File: src/rtl/serial_deserializer_pkg.sv
// Shared constants for the serial deserializer.
// Holds the FSM encoding, the default frame width and a counter-width helper.
package serial_deserializer_pkg;

    localparam int DEFAULT_BITS = 8;

    typedef enum logic {
        IDLE  = 1'b0,
        SHIFT = 1'b1
    } state_t;

    function automatic int cnt_width(input int bits);
        return $clog2(bits) + 1;
    endfunction

endpackage

File: src/rtl/serial_deserializer_sipo.sv
// Serial-in / parallel-out right shift register.
// New bits enter at the MSB so an LSB-first stream lands in order after BITS shifts.
module sipo_shift #(
    parameter int BITS = 8
) (
    input  logic            clk,
    input  logic            rst,
    input  logic            en,
    input  logic            si,
    output logic [BITS-1:0] word
);

    logic [BITS-1:0] q;

    // word is the register contents as they will be after this edge's shift
    assign word = {si, q[BITS-1:1]};

    // the oldest bit falls off the bottom and is never observed
    logic unused_lsb;
    assign unused_lsb = q[0];

    // shift one bit in at the MSB whenever enabled
    always_ff @(posedge clk or posedge rst) begin
        if (rst) begin
            q <= '0;
        end else if (en) begin
            q <= word;
        end
    end

endmodule

File: src/rtl/serial_deserializer.sv
// Frame-level deserializer: Start-strobed LSB-first capture into a
// single-entry output buffer with valid/ready handoff and sticky overrun.
module serial_deserializer
    import serial_deserializer_pkg::*;
#(
    parameter int BITS = DEFAULT_BITS
) (
    input  logic            CLK,
    input  logic            RST,
    input  logic            SI,
    input  logic            Start,
    input  logic            Ready,
    output logic [BITS-1:0] data_out,
    output logic            Valid,
    output logic            Busy,
    output logic            Overrun
);

    localparam int CW = cnt_width(BITS);
    localparam logic [CW-1:0] LAST = CW'(BITS - 1);

    if (BITS < 2 || BITS > 32) begin : g_bits_check
        $error("serial_deserializer: BITS must be in 2..32");
    end

    state_t          state;
    state_t          state_next;
    logic [CW-1:0]   cnt;
    logic            shift_en;
    logic            done;
    logic [BITS-1:0] word;

    sipo_shift #(
        .BITS (BITS)
    ) u_sipo (
        .clk  (CLK),
        .rst  (RST),
        .en   (shift_en),
        .si   (SI),
        .word (word)
    );

    // state register
    always_ff @(posedge CLK or posedge RST) begin
        if (RST) begin
            state <= IDLE;
        end else begin
            state <= state_next;
        end
    end

    // next state: Start opens a frame, the last bit closes it
    always_comb begin
        state_next = state;
        case (state)
            IDLE:    if (Start) state_next = SHIFT;
            SHIFT:   if (cnt == LAST) state_next = IDLE;
            default: state_next = IDLE;
        endcase
    end

    // outputs of the FSM: busy flag, shift enable and frame completion
    always_comb begin
        Busy     = 1'b0;
        shift_en = 1'b0;
        done     = 1'b0;
        case (state)
            IDLE: begin
                shift_en = Start;
            end
            SHIFT: begin
                Busy     = 1'b1;
                shift_en = 1'b1;
                done     = (cnt == LAST);
            end
            default: begin
                Busy = 1'b0;
            end
        endcase
    end

    // bit counter: 1 after the Start edge, cleared when the frame completes
    always_ff @(posedge CLK or posedge RST) begin
        if (RST) begin
            cnt <= '0;
        end else if (state == IDLE) begin
            if (Start) cnt <= CW'(1);
        end else if (done) begin
            cnt <= '0;
        end else begin
            cnt <= cnt + CW'(1);
        end
    end

    // output buffer: load on completion unless a held word would be lost
    always_ff @(posedge CLK or posedge RST) begin
        if (RST) begin
            data_out <= '0;
            Valid    <= 1'b0;
            Overrun  <= 1'b0;
        end else if (done) begin
            if (Valid && !Ready) begin
                Overrun <= 1'b1;
            end else begin
                data_out <= word;
                Valid    <= 1'b1;
            end
        end else if (Ready) begin
            Valid <= 1'b0;
        end
    end

endmodule

File: config.mk
export PLATFORM = sky130hd
export DESIGN_NAME = serial_deserializer
export DESIGN_NICKNAME = d
export VERILOG_FILES = /design/src/rtl/serial_deserializer_pkg.sv /design/src/rtl/serial_deserializer_sipo.sv /design/src/rtl/serial_deserializer.sv
export SDC_FILE = /design/constraint.sdc
export NUM_CORES = 1
export LEC_CHECK = 0
export BUFFER_PORTS_ARGS = -buffer_cell sky130_fd_sc_hd__buf_2
export CAP_MARGIN = 20
export CORE_MARGIN = 2
export CORE_UTILIZATION = 50
export CTS_BUF_LIST = sky130_fd_sc_hd__clkbuf_4 sky130_fd_sc_hd__clkbuf_8
export DETAILED_ROUTE_END_ITERATION = 6
export HOLD_SLACK_MARGIN = 0.02
export PLACE_DENSITY = 0.7
export SLEW_MARGIN = 20
export SYNTH_ARGS = -nofsm -noshare
export SYNTH_HDL_FRONTEND = slang
export SYNTH_SLANG_ARGS = --single-unit
File: constraint.sdc
create_clock -name CLK -period 2.55 [get_ports CLK]
set_input_delay 0.1275 -clock CLK [delete_from_list [all_inputs] [get_ports CLK]]
set_output_delay 0.1275 -clock CLK [all_outputs]
set_load 0.01 [all_outputs]
Yosys cells after proc, flatten, opt, wreduce, memory -nomap -nowiden
Cells that the tools add are included.
Widths: inputs -> output; s select.
{"block": "word_totals", "register_bits": 23, "wordCells": 30, "output_inout_bits": 11, "input_bits": 5}
{"block": "op_classes", "addsub": 1, "eq_ne": 2, "bitwise": 2, "n_mux": 12, "reduce_logical": 7}
{"operator": "$mux 4", "count": 3}
{"operator": "$mux 1", "count": 7}
{"operator": "$reduce_and 2->1", "count": 3}
{"operator": "$add 4x1->4 const B", "count": 1}
{"operator": "$eq 4x3->1 const B", "count": 1}
{"operator": "$pmux 1 s2", "count": 2}
{"operator": "$reduce_bool 2->1", "count": 2}
{"operator": "$ne 2x2->1 const B", "count": 1}
{"operator": "$not 1->1", "count": 2}
{"operator": "$logic_and 1x1->1", "count": 1}
{"operator": "$logic_not 1->1", "count": 1}

Depth between registers and ports, before layout
{"block": "depth", "word_depth": 4, "depth_mapped": 5, "ltp_nobuf": 4}

Cells and area by module
Synthesis repeated with hierarchy kept, for this count alone.
{"block": "unflattened", "hier_cells": 61, "area_unflattened_um2": 954.7}
{"module": "serial_deserializer", "n_inst": 1, "seq_area_each_um2": 375.4, "area_per_inst_um2": 651.9, "cells_per_inst": 44}
{"module": "sipo_shift", "n_inst": 1, "seq_area_each_um2": 175.2, "area_per_inst_um2": 302.8, "cells_per_inst": 17}

Worst setup path after synthesis
Ideal clock, no wire load.
{"block": "synth_path", "path_type": "register -> register", "from": "register cnt[0]", "to": "register data_out[0]", "t_required_ps": 2425, "stages_incl_launch_ff": 6, "setup_ps": 125, "slack_ps": 1034, "arrival_time_ps": 1391, "path_buffers": 1, "path_cell_list": "dfrtp_1 > ha_1 > and4b_4 > and2_4 > buf_8 > mux2_4"}
{"block": "synth_via", "elab_chain_cells": 3}
{"element": "start: declaration", "line": "serial_deserializer.sv:28", "source": "logic [CW-1:0] cnt;"}
{"element": "start signal: assignment", "line": "serial_deserializer.sv:91", "source": "cnt <= cnt + CW'(1);"}
{"element": "$eq 4x3->1", "line": "serial_deserializer.sv:74", "source": "done = (cnt == LAST);"}
{"element": "$mux 1", "line": "serial_deserializer.sv:67", "source": "case (state)"}
{"element": "$reduce_and 2->1 (no line)"}
{"element": "end signal: assignment", "line": "serial_deserializer.sv:105", "source": "data_out <= word;"}
{"element": "end: declaration", "line": "serial_deserializer.sv:13", "source": "output logic [BITS-1:0] data_out,"}
Every way passes these cells.
A chain may end at the register's enable or synchronous reset.

Worst setup path in the final report
{"block": "layout_path", "from": "register state", "to": "register u_sipo.q[1]"}
{"block": "layout_via", "elab_chain_cells": 2}
{"element": "start: declaration", "line": "serial_deserializer.sv:26", "source": "state_t state;"}
{"element": "start signal: assignment", "line": "serial_deserializer.sv:48", "source": "state <= state_next;"}
{"element": "$not 1->1"}
{"element": "$pmux 1 s2 (*)", "line": "serial_deserializer.sv:67"}
{"element": "end signal: assignment", "line": "serial_deserializer_sipo.sv:27", "source": "q <= word;"}
{"element": "end: declaration", "line": "serial_deserializer_sipo.sv:13", "source": "logic [BITS-1:0] q;"}
Mark *: on every way between the ends. The rest lies on a longest branch, timed or not.

==> metrics.cfg <==
[run_status]
status = finished, final reports clean

[sta]
hold_viol = 0
tns_ns = 0
skew_ns = 0.00361
finalCriticalPeriod_ns = 1.70
fin_crit_sh_pct = 66.8
rsz0062_at_grt = no
finalMaxSlewViolations = 0
slew_headroom_pct = 43.2
holdWs_ns = 0.0644
fmax_mhz = 587
worst_slack_ns = 0.845
worst_slew_pin_slew_ns = 0.849
finalSetupViolCount = 0

[floorplanning]
fp.dieW_um = 46.9
rows = 15
ios = 16
dieArea_mm2 = 0.00220
die_y_um = 46.9
coreArea_mm2 = 0.00173
start_util_pct = 53.4

[drt]
vias = 498
drc = 0
wl_per_cell_um = 13.4
dr.pass1.iters = 3
drt-initial-drc-count = 8
postRouteAntennaNets = 0
drt-total-wl_um = 1350
vias_per_cell = 4.93

[critical_path]
arrival_ns = 1.90
r2r-start = state$_DFF_PP0_
crit_start = state$_DFF_PP0_
worst-path-max-fanout = 11
r2r_slack_ns = 0.85
critPathCaptureType = flip-flop
rr_endpoint = u_sipo.q[1]$_DFFE_PP0P_
required_ns = 2.75
worstRegToRegCells = 2
worstSetupStartpointType = flip-flop
path_class = reg -> reg

[yosys]
avgSynthCellArea_um2 = 15.6
synth.largest_area_cell = dfrtp_1
synth_seq_cells = 22
syn_area_um2 = 922
synth_nets = 65
ys_types = 21
yosys_warnings = 0
yosysSeqAreaShare_pct = 59.7
synth_top_area_share_pct = 59.7
ys_top_cells_by_area = dfrtp_1 60%, mux2_4 13%, mux2_2 9.8%, a22o_1 2.8%, buf_8 1.6%
syn_inst = 59

[job]
maxCapViolCount = 0

[clock_network]
clkLatencyLatePin_ns = 0.30
tritoncts = built
cts_max_level = 1
clockBufferDepth = 2
root_buffer = clkbuf_4
cts_resized = 0
clkSlewWorstSetupHoldPaths_ns = 0.12
cts_num_sinks = 22
cts_buffers = 3

[global_routing]
grt-ovfl-total = 0
grt_max_degree = 23
grt_first_pass_wirelength_um = 2300
grt_pass1_vias = 497
grt_usage_pct = 15.5
antenna_found_initial = 0

[power_and_ir_drop]
p_per_area_mw_per_mm2 = 1280
power_uw = 1340
ir_drop_v = 0.000630
p_leak_uw = 0.000493

[layout]
drive_above_1_share_pct = 48.7
area_delta_synth_final_pct = 13.2
fillers = 149
n_antenna_cell = 0
final_common_cell = dfrtp_1
final_cell_mix = 22 x dfrtp_1, 15 x buf_2, 8 x mux2_2, 8 x mux2_4
nNetsFinal = 83

[hold_path]
hold_end = data_out[7]$_DFFE_PP0P_
hp-start = SI
hold_path_depth = 2
worstHoldPathType = in -> reg

[placed_design]
numPortBuffers = 15
gp_congestion = 0.771
dp_slack_ns = 0.851
dpl.hpwl_um = 971

## cell usage after synthesis (all sizes together)
master / n
a22o: 3
and4b: 1
nand2: 1
nand2b: 1
inv: 1
a21oi: 1
o21bai: 1
nand4b: 1
xor2: 1
and2: 1
dfrtp: 22
a211oi: 1
buf: 3
nor2: 2
nor3: 1
nand3: 1
ha: 1
mux2: 16
## per-stage QoR
step / std cells / util [%] / instance area [um2]
4_1_cts: 101 / 60.4 / 1040
6_report: 101 / 60.4 / 1040
3_5_place_dp: 96 / 57.8 / 997
5_1_grt: 101 / 60.4 / 1040
3_3_place_gp: 96 / 57.8 / 997
2_1_floorplan: 59 / - / 922
## critical path, stage by stage, from the launching register on
cell and delay (ns):
dfrtp_1 0.49, nor2_1 0.70, mux2_2 0.41
## metal layers
layer / GRT usage [%] / share of wire [%] / vias to the layer above
met1: 23.5 / 51 / 244
met3: 3.46 / 3.3 / 2
li1: - / - / 243
met4: 8.33 / 1.0 / 0
met2: 20.3 / 45 / 9
met5: 0 / 0 / -
## flip-flops by register name, summed over array words and instances, names as in the netlist
name      count
data_out      8
cnt           4
Valid         1
Overrun       1
u_sipo.q      7
state         1
## repair_timing
action,4_1_cts,5_1_grt
hold endpoints to repair,22,0
setup endpoints to repair,0,0
setup buffers,0,0
hold buffers,1,0
## layout make-up
type | instances | area [um2] | share of cell area (%)
Sequential cell | 22 | 551 | 52.8
Multi-Input combinational cell | 33 | 337 | 32.3
Timing Repair Buffer | 16 | 85.1 | 8.15
Clock buffer | 4 | 36.3 | 3.48
Tap cell | 25 | 31.3 | 3.00
Inverter | 1 | 3.75 | 0.360
## how the worst max path moves through the flow
stage                                         end  cells after the start
after CTS                 u_sipo.q[1]$_DFFE_PP0P_                      2
after global placement    u_sipo.q[1]$_DFFE_PP0P_                      2
final                     u_sipo.q[1]$_DFFE_PP0P_                      2
after global routing      u_sipo.q[7]$_DFFE_PP0P_                      2
after floorplan           data_out[0]$_DFFE_PP0P_                      5
after detailed placement  u_sipo.q[1]$_DFFE_PP0P_                      2
## power by group
part	internal (uW)	total, uW	switching (uW)
Clock	87.0	186	99.4
Sequential	517	645	127
Combinational	313	508	195
## logic make-up after synthesis
family                     Yosys count  synth area share (%)
buffers and inverters                4                  3.80
adders and majority gates            1                  1.36
muxes                               16                  22.8
and+or+nand+nor                      9                  6.38
DFF                                 22                  59.7
xor gates and xnor gates             1                 0.950
AOI/OAI and AO/OA                    6                  5.02
No activity file was read; power rests on OpenSTA's default activity.
